--- src/rtl/mem_arb_pkg.sv ---
// mem_arb_pkg: requester ids and default widths shared by the arbiter and the memory instance
package mem_arb_pkg;
  localparam logic REQ_FETCH = 1'b0;
  localparam logic REQ_LSU = 1'b1;
  localparam int DEF_ADDR_WIDTH = 8;
  localparam int DEF_DATA_WIDTH = 16;
endpackage

--- src/rtl/mem_arb_pick.sv ---
// mem_arb_pick: two-way one-hot winner select; MEM_ARB_ROUND_ROBIN_EN selects round-robin, else requester 0 has fixed priority
module mem_arb_pick
  import mem_arb_pkg::*;
(
  input  logic       valid0,
  input  logic       valid1,
  input  logic       last_grant,
  output logic [1:0] grant
);
`ifdef MEM_ARB_ROUND_ROBIN_EN
  // on conflict the requester that did not win last time goes first
  assign grant[0] = valid0 & (~valid1 | (last_grant == REQ_LSU));
`else
  logic unused_last_grant;
  assign unused_last_grant = last_grant;
  // requester 0 always wins a conflict
  assign grant[0] = valid0;
`endif
  assign grant[1] = valid1 & ~grant[0];
endmodule

--- src/rtl/mem_arbiter.sv ---
// mem_arbiter: shares one single-port memory between fetch (0) and load/store (1); optional MEM_ARB_ROUND_ROBIN_EN
module mem_arbiter
  import mem_arb_pkg::*;
#(
  parameter int ADDR_WIDTH = DEF_ADDR_WIDTH,
  parameter int DATA_WIDTH = DEF_DATA_WIDTH
) (
  input  logic                  clk,
  input  logic                  reset,
  input  logic                  req0_valid,
  input  logic                  req0_we,
  input  logic [ADDR_WIDTH-1:0] req0_addr,
  input  logic [DATA_WIDTH-1:0] req0_wdata,
  output logic                  req0_ready,
  output logic                  req0_rvalid,
  output logic [DATA_WIDTH-1:0] req0_rdata,
  input  logic                  req1_valid,
  input  logic                  req1_we,
  input  logic [ADDR_WIDTH-1:0] req1_addr,
  input  logic [DATA_WIDTH-1:0] req1_wdata,
  output logic                  req1_ready,
  output logic                  req1_rvalid,
  output logic [DATA_WIDTH-1:0] req1_rdata,
  output logic [ADDR_WIDTH-1:0] mem_address,
  output logic [DATA_WIDTH-1:0] mem_write_data,
  output logic                  mem_write_enable,
  input  logic [DATA_WIDTH-1:0] mem_read_data
);
  logic [1:0] grant;
  logic       rd_pend;
  logic       rd_owner;
  logic       last_grant;
  // reset masks both requests so nothing is granted while it is high
  mem_arb_pick u_pick (
    .valid0     (req0_valid & ~reset),
    .valid1     (req1_valid & ~reset),
    .last_grant (last_grant),
    .grant      (grant)
  );
  assign req0_ready  = grant[0];
  assign req1_ready  = grant[1];
  assign req0_rvalid = rd_pend & (rd_owner == REQ_FETCH);
  assign req1_rvalid = rd_pend & (rd_owner == REQ_LSU);
  assign req0_rdata  = mem_read_data;
  assign req1_rdata  = mem_read_data;
  // winner's command onto the memory port; idle is a read of address 0
  always_comb begin
    mem_address      = grant[0] ? req0_addr : grant[1] ? req1_addr : '0;
    mem_write_data   = grant[1] ? req1_wdata : req0_wdata;
    mem_write_enable = grant[0] ? req0_we : grant[1] & req1_we;
  end
  // read-response pipeline and last winner
  always_ff @(posedge clk) begin
    if (reset) begin
      rd_pend    <= 1'b0;
      rd_owner   <= REQ_FETCH;
      last_grant <= REQ_LSU;
    end else begin
      rd_pend <= |grant & ~mem_write_enable;
      if (|grant & ~mem_write_enable) rd_owner <= grant[1];
      if (|grant) last_grant <= grant[1];
    end
  end
endmodule

--- config.mk ---
export PLATFORM = sky130hd
export DESIGN_NAME = mem_arbiter
export DESIGN_NICKNAME = d
export VERILOG_FILES = /design/src/rtl/mem_arb_pkg.sv /design/src/rtl/mem_arb_pick.sv /design/src/rtl/mem_arbiter.sv
export SDC_FILE = /design/constraint.sdc
export NUM_CORES = 1
export LEC_CHECK = 0
export BUFFER_PORTS_ARGS = -buffer_cell sky130_fd_sc_hd__buf_4
export CAP_MARGIN = 0
export CELL_PAD_IN_SITES_DETAIL_PLACEMENT = 1
export CELL_PAD_IN_SITES_GLOBAL_PLACEMENT = 1
export CORE_UTILIZATION = 16
export CTS_BUF_LIST = sky130_fd_sc_hd__clkbuf_8 sky130_fd_sc_hd__clkbuf_16
export DETAILED_ROUTE_END_ITERATION = 10
export PLACE_DENSITY = 0.93
export SYNTH_ARGS = -nofsm -noshare
export SYNTH_HDL_FRONTEND = slang
export SYNTH_SLANG_ARGS = --single-unit
--- constraint.sdc ---
create_clock -name clk -period 2.51 [get_ports clk]
set_input_delay 0.251 -clock clk [delete_from_list [all_inputs] [get_ports clk]]
set_output_delay 0.251 -clock clk [all_outputs]
set_load 0.01 [all_outputs]
# [Word level (Yosys, flattened, before mapping)]
# Cells that the tools add are included.
[op_classes] add_sub_neg=0 n_mul=0 n_div=0 order_cmp=0 eq_ne=0 shift=0 mux=4 bitwise_logic=11 reduce_logical=1
[op_table] op="16-bit two-way mux" n=1
[op_table] op="8-bit two-way mux" n=2
[op_table] op="1-bit bitwise AND" n=7
[op_table] op="1-bit inverter" n=4
[op_table] op="2-bit OR reduction" n=1
[op_table] op="1-bit two-way mux" n=1
[totals] reg_bits=2 latchBits=0 ram_bits=0 romBits=0 output_inout_bits=61 elab_cells=18 mem_count=0

# [Depth between registers and ports, before layout]
# Gate-level depths: netlist of the first run.
[logic_depth] ltp_word=8 depth_mapped=4 depth_no_buf=3

# [By module]
# Synthesis of the first run repeated with hierarchy kept, for this count alone.
[unflattened] cells_unflattened=83 hier_area_um2=698.2
[by_module_without_submodules] mod="mem_arbiter" n_inst=1 cells_each=81 area_each_um2=676.9 seq_area_each_um2=60.1
[by_module_without_submodules] mod="mem_arb_pick" n_inst=1 cells_each=2 area_each_um2=21.3 seq_area_each_um2=0.0

# [Least setup slack after synthesis of the first run]
# OpenSTA, ideal clock, no wires.
[synth_timing] kind="input -> output" startpoint="input port reset" endpoint="output port mem_write_data[10]" arrival_time_ns=1.138 setup_slack_ns=1.121 stages=3 path_buffers=1 cell_sequence="nor3b_4 buf_8 mux2_4"
[synth_between] elab_chain_cells=5 word_cells_on_any_way=6 cone_classes="mux (1); bitwise (5)"
[synth_lines] element="start, declared" line="mem_arbiter.sv:9" text="input logic reset,"
[synth_lines] element="1-bit inverter (*)" line="mem_arbiter.sv:35, mem_arbiter.sv:36"
[synth_lines] element="1-bit bitwise AND" line="mem_arbiter.sv:35" text=".valid0 (req0_valid & ~reset),"
[synth_lines] element="1-bit inverter" line="mem_arb_pick.sv:19" text="assign grant[1] = valid1 & ~grant[0];"
[synth_lines] element="1-bit bitwise AND (*)" line="mem_arb_pick.sv:19"
[synth_lines] element="via req1_ready" line="mem_arbiter.sv:21" text="output logic req1_ready,"
[synth_lines] element="16-bit two-way mux (*)" line="mem_arbiter.sv:49" text="mem_write_data = grant[1] ? req1_wdata : req0_wdata;"
[synth_lines] element="end, declared" line="mem_arbiter.sv:25" text="output logic [DATA_WIDTH-1:0] mem_write_data,"
# The timed path passes the listed nets; every way through them passes the cells marked *.

# [Worst setup path in the final report of the first run]
[layout_timing] startpoint="input port req0_valid" endpoint="output port mem_write_data[5]"
[layout_between] elab_chain_cells=4
[layout_lines] element="start, declared" line="mem_arbiter.sv:10" text="input logic req0_valid,"
[layout_lines] element="1-bit bitwise AND" line="mem_arbiter.sv:35"
[layout_lines] element="1-bit inverter" line="mem_arb_pick.sv:19"
[layout_lines] element="1-bit bitwise AND" line="mem_arb_pick.sv:19"
[layout_lines] element="16-bit two-way mux" line="mem_arbiter.sv:49"
# No other way between the ends.

==> key figures, run 1 <==
Route
  – Number of vias per cell: 4.02
  – Pre-Repair DR Iteration Count: 2
  – Via count: 771
  – Met3 Routed Length: 229 µm
  – Met2 WL: 1190 µm
  – DRC violations left: 0
  – Drt wl/cell: 11.9 µm
  – Final wirelength: 2280 µm
  – Final ANT Viol Nets: 0
  – WL met1: 809 µm
  – 1st-iter DRT viols: 3
  – Top Metal Used: met4

Clock tree
  – Setup bufs post-CTS: 0
  – CTS Buf Count: 3
  – Worst skew pair latency: 0.21 ns
  – H-tree levels: 1
  – Clk root buf: clkbuf_8
  – CTS tree: yes
  – # hold bufs at CTS: 0
  – Post_cts resized: 0
  – Clock transition at the registers of the reported paths: 0.03 ns
  – CTS Sinks: 2
  – CTS Buffer Depth: 2

Timing
  – RSZ-0062 raised after global routing: no
  – Max-slew headroom: 82.0%
  – Fin. Hold Viols: 0
  – Setup Total Neg Slack: 0 ns
  – Period utilization: 66.7%
  – Max Freq: 597 MHz
  – Slew @ Worst Pin: 0.270 ns
  – Final-report setup violation count: 0
  – Post-layout min period: 1.67 ns
  – Clock Skew: 0 ns
  – Final Max Slew Viols: 0

Critical path
  – CP max FO: 22
  – Crit start category: input pin
  – CP Class: in2out
  – Crit end category: output port
  – Crit path DAT: 1.42 ns
  – Critical Path RT: 2.26 ns

GRT
  – Largest net degree at the start of global routing: 23
  – Total GRT Usage: 9.38%
  – GRT overflow: 0
  – Initial antenna violation count: 0
  – Vias in the first global route: 838
  – First-pass GRT wire length: 3680 µm

Synthesis
  – Syn Std Cell Area: 739 µm²
  – Seq cells post-synth: 2
  – Leading area contributor after synthesis: buf_4
  – Synth top area share: 32.5%
  – Sequential element share of the synthesized area: 5.41%
  – Post-synthesis cell type count: 15
  – Top cells by area, synth: buf_4 (32%), mux2_4 (18%), mux2_2 (11%)
  – Synth Instances: 91
  – Mapped Nets: 161
  – Synth warnings: 0
  – Post-synthesis area per instance: 8.13 µm²

Floorplanning
  – Starting Density: 16.9%
  – Top Ports: 131
  – Chip height: 70.0 µm
  – Core Rows: 24
  – Die area: 4900 µm²
  – Core area: 4380 µm²
  – Die X: 70.0 µm

Placement
  – IO buf count: 82
  – Gp weighted congestion: 0.634
  – DP HPWL: 1900 µm
  – Placed Instances: 189

Status
  – Outcome: finished, final reports clean

Hold path
  – Hold Path Class: in2reg

Layout
  – Layout Cells excl Fill: 192
  – Nets: 212
  – Fillers: 550
  – Storage element area: 40.0 µm²
  – Ratio of cells with drive above 1 in the final layout: 74.3%
  – Synthesis-to-finish area growth: 61.8%
  – Most frequent cells in the layout: buf_4 (83), a21oi_1 (11), nand2_1 (10)
  – Final antenna diode count: 0
  – Commonest non-fill, non-tap cell in the layout: buf_4
  – Multi-input combinational cell area: 427 µm²
  – Layout Utilization: 27.3%

Pwr
  – Leakage: 0.601 nW
  – VDD IR max: 0.0647 mV
  – Final Power: 0.344 mW
  – Pwr per Cell Area: 287 nW/µm²

Job
  – Max Cap Viol: 0
-- worst max-delay path, cell delays in order --
cell	delay (ns)
buf_4	0.18
nor3b_4	0.17
buf_4	0.30
mux2_2	0.37
buf_4	0.14
-- through the flow --
| stage | setup slack [ns] | area [µm²] | hold WS, ns |
|---|---|---|---|
| floorplan | 1.12 | 739 | 0.320 |
| global placement | 0.835 | 1150 | 0.458 |
| detailed placement | 0.816 | 1150 | 0.476 |
| CTS | 0.815 | 1200 | 0.328 |
| global route | 0.765 | 1200 | 0.360 |
| finish | 0.836 | 1200 | 0.331 |
-- flip-flops by register name, indices dropped and copies added (netlist names) --
signal,flops
rd_owner,1
rd_pend,1
-- cell families after synthesis --
logic type      share of synthesized area (%)
compound gates                           7.44
buf+inv                                  36.9
flops                                    5.41
mux                                      28.9
simple gates                             21.3
-- area by class of cell --
| cell class | count | area share (%) |
|---|---|---|
| repair buffers | 83 | 52.1 |
| well taps | 52 | 5.44 |
| multi-input cells | 52 | 35.7 |
| clock buffers | 3 | 3.45 |
| flip-flops and latches | 2 | 3.35 |
-- synthesized netlist by cell type --
master    number
nor2b_1        2
buf_2          2
mux2_2         7
mux2_4         9
clkbuf_1       2
buf_8          1
nor3b_4        1
a21oi_1       11
nand2b_1       1
and2_1         1
nand3b_1       9
buf_4         32
or3b_2         1
dfxtp_1        2
nand2_1       10
-- power breakdown --
| part | internal [mW] | switching [mW] | total (mW) |
|---|---|---|---|
| registers | 0.0337 | 0.000737 | 0.0345 |
| clock network | 0.101 | 0.0250 | 0.126 |
| logic | 0.119 | 0.0636 | 0.183 |
-- final timing paths --
check	startpoint	to	slack, ns	cells after the start
worst max-delay path	req0_valid	mem_write_data[5]	0.84	5
worst min-delay path	reset	rd_owner$_SDFFE_PP0P_	0.33	2
worst max register to register	rd_owner$_SDFFE_PP0P_	rd_owner$_SDFFE_PP0P_	1.91	2
worst min register to register	rd_owner$_SDFFE_PP0P_	rd_owner$_SDFFE_PP0P_	0.48	2
-- routing by layer --
layer / vias to the layer above / track usage [%]
met3: 11 / 3.03
met5: - / 0
li1: 372 / -
met2: 46 / 16.5
met4: 0 / 5.33
met1: 342 / 9.76
Note: power is estimated with default switching activity, not from simulation.
==> run 2: changes to the inputs <==
--- a/config.mk
+++ b/config.mk
@@ -9,10 +9,10 @@
 export CAP_MARGIN = 0
 export CELL_PAD_IN_SITES_DETAIL_PLACEMENT = 1
 export CELL_PAD_IN_SITES_GLOBAL_PLACEMENT = 1
-export CORE_UTILIZATION = 16
+export CORE_UTILIZATION = 14
 export CTS_BUF_LIST = sky130_fd_sc_hd__clkbuf_8 sky130_fd_sc_hd__clkbuf_16
 export DETAILED_ROUTE_END_ITERATION = 10
-export PLACE_DENSITY = 0.93
+export PLACE_DENSITY = 0.87
 export SYNTH_ARGS = -nofsm -noshare
 export SYNTH_HDL_FRONTEND = slang
 export SYNTH_SLANG_ARGS = --single-unit
==> constraint.sdc (replaced) <==
create_clock -name clk -period 1.4 [get_ports clk]
set_input_delay 0.14 -clock clk [delete_from_list [all_inputs] [get_ports clk]]
set_output_delay 0.14 -clock clk [all_outputs]
set_load 0.01 [all_outputs]
==> run 2 against run 1 <==
Effect of this change:
- clock power rose by 75%
- setup slack lost 0.77 ns
- utilization down 2.7 points
- sequential cell count stayed put
- critical path depth is the same
- critical endpoint is now mem_write_data[4]
==> key figures, run 2 (same netlist as run 1, synthesis figures left out) <==
GRT
  – GRT overflow: 0 (unchanged)
  – Largest net degree at the start of global routing: 22 (-4.3%)
  – Initial antenna violation count: 0 (unchanged)
  – Vias in the first global route: 718 (-14%)
  – First-pass GRT wire length: 3150 µm (-14%)
  – Total GRT Usage: 7.39% (-2.0 points)

Timing
  – Setup Total Neg Slack: 0 ns (unchanged)
  – Final Max Slew Viols: 0 (unchanged)
  – Post-layout min period: 1.33 ns
  – Slew @ Worst Pin: 0.187 ns (-0.0838 ns)
  – Max-slew headroom: 87.5% (+5.6 points)
  – Max Freq: 750 MHz
  – Clock Skew: 0 ns (unchanged)
  – Hold WS: 0.238 ns (-0.0925 ns)
  – Fin. Hold Viols: 0 (unchanged)
  – Final-report setup violation count: 0 (unchanged)
  – Period utilization: 95.2%
  – RSZ-0062 raised after global routing: no

Layout
  – Nets: 215 (+1.4%)
  – Fillers: 636 (+16%)
  – Multi-input combinational cell area: 427 µm² (unchanged)
  – Largest regs: rd_owner (1), rd_pend (1)
  – Synthesis-to-finish area growth: 69.5%
  – Layout Cells excl Fill: 213 (+11%)
  – Ratio of cells with drive above 1 in the final layout: 74.8% (+0.54 points)
  – Storage element area: 40.0 µm² (unchanged)
  – Commonest non-fill, non-tap cell in the layout: buf_4
  – Final antenna diode count: 0 (unchanged)
  – Most frequent cells in the layout: buf_4 (85), a21oi_1 (11), nand2_1 (10)

Floorplanning
  – Core area: 5110 µm² (+16%)
  – Starting Density: 14.5% (-2.4 points)
  – Die area: 5580 µm² (+14%)
  – Chip height: 74.7 µm (+6.7%)
  – Core Rows: 26 (+8.3%)
  – Top Ports: 131 (unchanged)
  – Die X: 74.7 µm (+6.7%)

Placement
  – DP HPWL: 2020 µm (+6.1%)
  – Gp weighted congestion: 0.615 (-3.0%)
  – Placed Instances: 210 (+11%)
  – IO buf count: 82 (unchanged)

Critical path
  – CP Class: in2out
  – Critical path, cell by cell: buf_4 -> nor3b_4 -> buf_12 -> mux2_2 -> buf_4
  – Crit-path slowest cell: mux2_2
  – Critical Path RT: 1.26 ns (-1.00 ns)
  – CP max stage delay: 0.36 ns (about the same)
  – Crit end category: output port
  – Cell mode on critical path: buf_4
  – Crit path DAT: 1.19 ns (-0.23 ns)
  – Crit start category: input pin
  – CP max FO: 17 (-23%)

Status
  – Outcome: finished, final reports clean

Clock tree
  – Worst skew pair latency: 0.21 ns (about the same)
  – CTS tree: yes
  – Post_cts resized: 0 (unchanged)
  – CTS Sinks: 2 (unchanged)
  – Clock transition at the registers of the reported paths: 0.03 ns (about the same)
  – H-tree levels: 1 (unchanged)
  – Setup bufs post-CTS: 0 (unchanged)
  – Clk root buf: clkbuf_8
  – CTS Buf Count: 3 (unchanged)
  – CTS Buffer Depth: 2 (unchanged)
  – # hold bufs at CTS: 0 (unchanged)

Route
  – 1st-iter DRT viols: 5 (+2)
  – DRC violations left: 0 (unchanged)
  – Number of vias per cell: 3.64 (-9.3%)
  – Via count: 776 (+0.65%)
  – Drt wl/cell: 11.2 µm (-6.1%)
  – Pre-Repair DR Iteration Count: 4 (+2)
  – Final ANT Viol Nets: 0 (unchanged)
  – Final wirelength: 2380 µm (+4.2%)

Pwr
  – Final Power: 0.623 mW (+81%)
  – VDD IR max: 0.170 mV (+160%)
  – Pwr per Cell Area: 497 nW/µm² (+73%)
  – Leakage: 0.619 nW (+2.9%)

Hold path
  – Hold Path Class: in2reg

Job
  – Max Cap Viol: 0 (unchanged)
[run 2: final cells by class]
type	instances	share of cell area, %
tap	70	6.99
multi-input combinational	52	34.0
timing repair buffer	86	52.5
sequential	2	3.19
clock buffer	3	3.29
[run 2: metal layers]
metal | GRT usage, % | vias to the layer above | routed length, µm
li1 | - | 378 | -
met3 | 2.14 | 7 | 207
met1 | 7.10 | 342 | 816
met5 | 0 | - | 0
met4 | 2.52 | 0 | 19
met2 | 14.8 | 49 | 1340
[run 2: metrics by stage]
step,cell area [µm²],util (%),worst slack [ns]
5_1_grt,1250,24.5,0.0375
6_report,1250,24.5,0.0665
4_1_cts,1250,24.5,0.0638
2_1_floorplan,739,-,0.233
3_3_place_gp,1210,23.7,0.0963
3_5_place_dp,1210,23.7,0.0653
[run 2: critical path: cells and delay by family]
family,cells,cell delay [ns]
and+or+nand+nor,1,0.22
buffers and inverters,3,0.46
muxes,1,0.36
[run 2: worst paths after layout]
| check | cells past startpoint | end | from | slack, ns |
|---|---|---|---|---|
| setup / recovery | 5 | mem_write_data[4] | reset | 0.07 |
| hold / removal | 3 | rd_owner$_SDFFE_PP0P_ | req1_we | 0.24 |
| setup reg to reg | 2 | rd_owner$_SDFFE_PP0P_ | rd_owner$_SDFFE_PP0P_ | 0.83 |
| hold reg to reg | 2 | rd_owner$_SDFFE_PP0P_ | rd_owner$_SDFFE_PP0P_ | 0.46 |
[run 2: power by group]
group / internal, mW / leakage [nW] / total, mW / switching [mW]
Sequential: 0.0605 / 0.0164 / 0.0618 / 0.00128
Combinational: 0.222 / 0.581 / 0.340 / 0.118
Clock: 0.181 / 0.0216 / 0.221 / 0.0400
Total: 0.464 / 0.619 / 0.623 / 0.159
==> run 3: changes to the inputs <==
--- a/config.mk
+++ b/config.mk
@@ -5,14 +5,16 @@
 export SDC_FILE = /design/constraint.sdc
 export NUM_CORES = 1
 export LEC_CHECK = 0
+export ABC_AREA = 1
 export BUFFER_PORTS_ARGS = -buffer_cell sky130_fd_sc_hd__buf_4
 export CAP_MARGIN = 0
 export CELL_PAD_IN_SITES_DETAIL_PLACEMENT = 1
 export CELL_PAD_IN_SITES_GLOBAL_PLACEMENT = 1
+export CORE_ASPECT_RATIO = 0.9
 export CORE_UTILIZATION = 14
 export CTS_BUF_LIST = sky130_fd_sc_hd__clkbuf_8 sky130_fd_sc_hd__clkbuf_16
 export DETAILED_ROUTE_END_ITERATION = 10
-export PLACE_DENSITY = 0.87
+export PLACE_DENSITY = 0.9
 export SYNTH_ARGS = -nofsm -noshare
 export SYNTH_HDL_FRONTEND = slang
 export SYNTH_SLANG_ARGS = --single-unit
==> constraint.sdc (replaced) <==
create_clock -name clk -period 1.5 [get_ports clk]
set_input_delay 0.15 -clock clk [delete_from_list [all_inputs] [get_ports clk]]
set_output_delay 0.15 -clock clk [all_outputs]
set_load 0.01 [all_outputs]
==> run 3 against run 2 <==
Effect of this change:
- combinational power decreased by 8.8%
- clock power decreased by 3%
- clock skew unchanged
- critical endpoint is now mem_write_data[12]
- largest cell class unchanged
- register-to-register slack improved by 0.08 ns
- sequential power decreased by 3.4%
- synthesized cell count increased by 24%
- largest power group unchanged
- setup slack improved by 0.17 ns
- clock-buffer cell count unchanged
- critical path depth increased by 3
- power decreased by 6.2%
==> key figures, run 3 <==
Hold path
  – Hold Path Origin: reset
  – WHS Endpoint: rd_owner$_SDFFE_PP0P_
  – Hold Path Class: in2reg
  – Hold Path Cell Cnt: 2 (-1)

Timing
  – Post-layout min period: 1.26 ns
  – Final-report setup violation count: 0 (unchanged)
  – Fin. Hold Viols: 0 (unchanged)
  – Final Max Slew Viols: 0 (unchanged)
  – Clock Skew: 0 ns (unchanged)
  – Setup Total Neg Slack: 0 ns (unchanged)
  – Max-slew headroom: 81.8% (-5.7 points)
  – RSZ-0062 raised after global routing: no
  – Period utilization: 84.2%
  – Max Freq: 792 MHz
  – Slew @ Worst Pin: 0.272 ns (+0.0857 ns)

Critical path
  – Worst-case reg-to-reg path depth: 2 (unchanged)
  – Critical path's top delay family: buffers and inverters
  – Critical Path RT: 1.35 ns (+0.09 ns)
  – Worst r2r src: rd_owner$_SDFFE_PP0P_
  – Crit start category: input pin
  – Worst r2r dst: rd_owner$_SDFFE_PP0P_
  – Crit end category: output port
  – CP max stage delay: 0.19 ns (-0.17 ns)
  – Crit path DAT: 1.11 ns (-0.08 ns)
  – CP Buf/Inv Count: 4 (+1)
  – CP Class: in2out
  – Crit-path slowest cell: nor2_8
  – Critical path, cell by cell: buf_4 -> inv_2 -> nand2_2 -> nor2_8 -> inv_2 -> nand2_1 -> nand2_1 -> buf_4
  – CP max FO: 16 (-1)
  – Crit path from: reset
  – R2R setup slack: 0.91 ns (+0.08 ns)

GRT
  – GRT overflow: 0 (unchanged)
  – Total GRT Usage: 9.59% (+2.2 points)
  – Initial antenna violation count: 0 (unchanged)
  – First-pass GRT wire length: 4160 µm (+32%)
  – Vias in the first global route: 962 (+34%)
  – Largest net degree at the start of global routing: 17 (-23%)

Synthesis
  – Main flop type after synthesis: dfxtp_1
  – Ys async rst share: 0% (unchanged)
  – Syn Std Cell Area: 702 µm² (-5.1%)
  – Seq cells post-synth: 2 (unchanged)
  – Post-synthesis area per instance: 6.21 µm² (-24%)
  – Count leader, synth: nand2_1
  – Sequential element share of the synthesized area: 5.70% (+0.29 points)
  – EDFF count, synth: 0 (unchanged)
  – Top cells by area, synth: buf_4 (35%), nand2_1 (27%), a22o_2 (11%)
  – Synth warnings: 0 (unchanged)
  – Post-synthesis cell type count: 16 (+1)
  – Synth top area share: 35.3% (+2.8 points)
  – Leading area contributor after synthesis: buf_4
  – Synth Instances: 113 (+24%)
  – Synth top cells by count: nand2_1 (51), buf_4 (33), a22o_2 (8)
  – Mapped Nets: 183 (+14%)

Route
  – Drt wl/cell: 11.0 µm (-1.5%)
  – Final ANT Viol Nets: 0 (unchanged)
  – Pre-Repair DR Iteration Count: 4 (unchanged)
  – DRC violations left: 0 (unchanged)
  – Via count: 874 (+13%)
  – Final wirelength: 2530 µm (+6.4%)
  – Number of vias per cell: 3.80 (+4.3%)
  – 1st-iter DRT viols: 22 (+17)

Clock tree
  – Post_cts resized: 0 (unchanged)
  – CTS Buf Count: 3 (unchanged)
  – CTS Buffer Depth: 2 (unchanged)
  – Setup bufs post-CTS: 0 (unchanged)
  – H-tree levels: 1 (unchanged)
  – Worst skew pair latency: 0.21 ns (about the same)
  – CTS tree: yes
  – Clk root buf: clkbuf_8
  – # hold bufs at CTS: 0 (unchanged)
  – CTS Sinks: 2 (unchanged)
  – Clock transition at the registers of the reported paths: 0.03 ns (about the same)

Pwr
  – Pwr per Cell Area: 493 nW/µm² (-0.76%)
  – Leakage: 0.711 nW (+15%)
  – VDD IR max: 0.183 mV (+7.9%)

Placement
  – IO buf count: 82 (unchanged)
  – Gp weighted congestion: 0.780 (+27%)
  – Placed Instances: 227 (+8.1%)
  – DP HPWL: 2200 µm (+9.0%)

Layout
  – Most frequent cells in the layout: buf_4 (84), nand2_1 (51), a22o_2 (8)
  – Fillers: 620 (-2.5%)
  – Layout Utilization: 24.5% (-0.038 points)
  – Ratio of cells with drive above 1 in the final layout: 63.6% (-11 points)
  – Commonest non-fill, non-tap cell in the layout: buf_4
  – Nets: 237 (+10%)
  – Synthesis-to-finish area growth: 68.8%
  – Layout Cells excl Fill: 230 (+8.0%)
  – Final antenna diode count: 0 (unchanged)
  – Largest regs: rd_owner (1), rd_pend (1)

Floorplanning
  – Top Ports: 131 (unchanged)
  – Chip height: 69.2 µm (-7.4%)
  – Starting Density: 14.5% (+0.040 points)
  – Core area: 4830 µm² (-5.3%)
  – Core Rows: 24 (-7.7%)
  – Die area: 5300 µm² (-4.9%)
  – Die X: 76.6 µm (+2.6%)

Status
  – Outcome: finished, final reports clean

Job
  – Max Cap Viol: 0 (unchanged)
run 3: worst max-delay path by stage:
stage | endpoint | slack (ns) | cells past startpoint
after floorplan | mem_write_data[10] | 0.56 | 7
after global placement | mem_write_data[1] | 0.25 | 8
after detailed placement | mem_write_data[12] | 0.19 | 8
after CTS | mem_write_data[12] | 0.19 | 8
after global routing | mem_write_data[6] | 0.13 | 8
final | mem_write_data[12] | 0.24 | 8
run 3: kinds of logic (layout without fill, tap and decap cells):
family / Yosys count / in the layout / share of synthesized area, %
buf+inv: 42 / 94 / 43.0
simple gates: 60 / 60 / 38.7
compound gates: 9 / 9 / 12.7
flops: 2 / 2 / 5.70
run 3: power by group:
part | switching (mW) | internal [mW]
combinational | 0.125 | 0.185
clock | 0.0443 | 0.170
sequential | 0.00239 | 0.0573
run 3: layout make-up:
class	instances	area (µm²)	share of cell area, %
multi-input cells	69	360	30.4
flip-flops and latches	2	40.0	3.38
clock buffers	3	41.3	3.48
well taps	65	81.3	6.86
repair buffers	84	631	53.2
inverters	7	31.3	2.64
run 3: per-stage QoR:
| stage | setup slack, ns | power (mW) | hold WS (ns) | instance area, µm² |
|---|---|---|---|---|
| 6_report | 0.238 | 0.584 | 0.112 | 1180 |
| 5_1_grt | 0.125 | 0.627 | 0.111 | 1180 |
| 4_1_cts | 0.192 | 0.600 | 0.107 | 1180 |
| 3_5_place_dp | 0.195 | 0.376 | 0.300 | 1140 |
| 3_3_place_gp | 0.249 | 0.368 | 0.300 | 1140 |
| 2_1_floorplan | 0.564 | 0.261 | 0.212 | 702 |
run 3: layer usage:
metal | global-route usage [%] | wire [µm] | vias to the layer above | share of wire, %
li1 | - | - | 426 | -
met1 | 9.77 | 956 | 393 | 38
met2 | 17.7 | 1320 | 49 | 52
met3 | 2.76 | 204 | 6 | 8.1
met4 | 4.91 | 51 | 0 | 2.0
met5 | 0 | 0 | - | 0
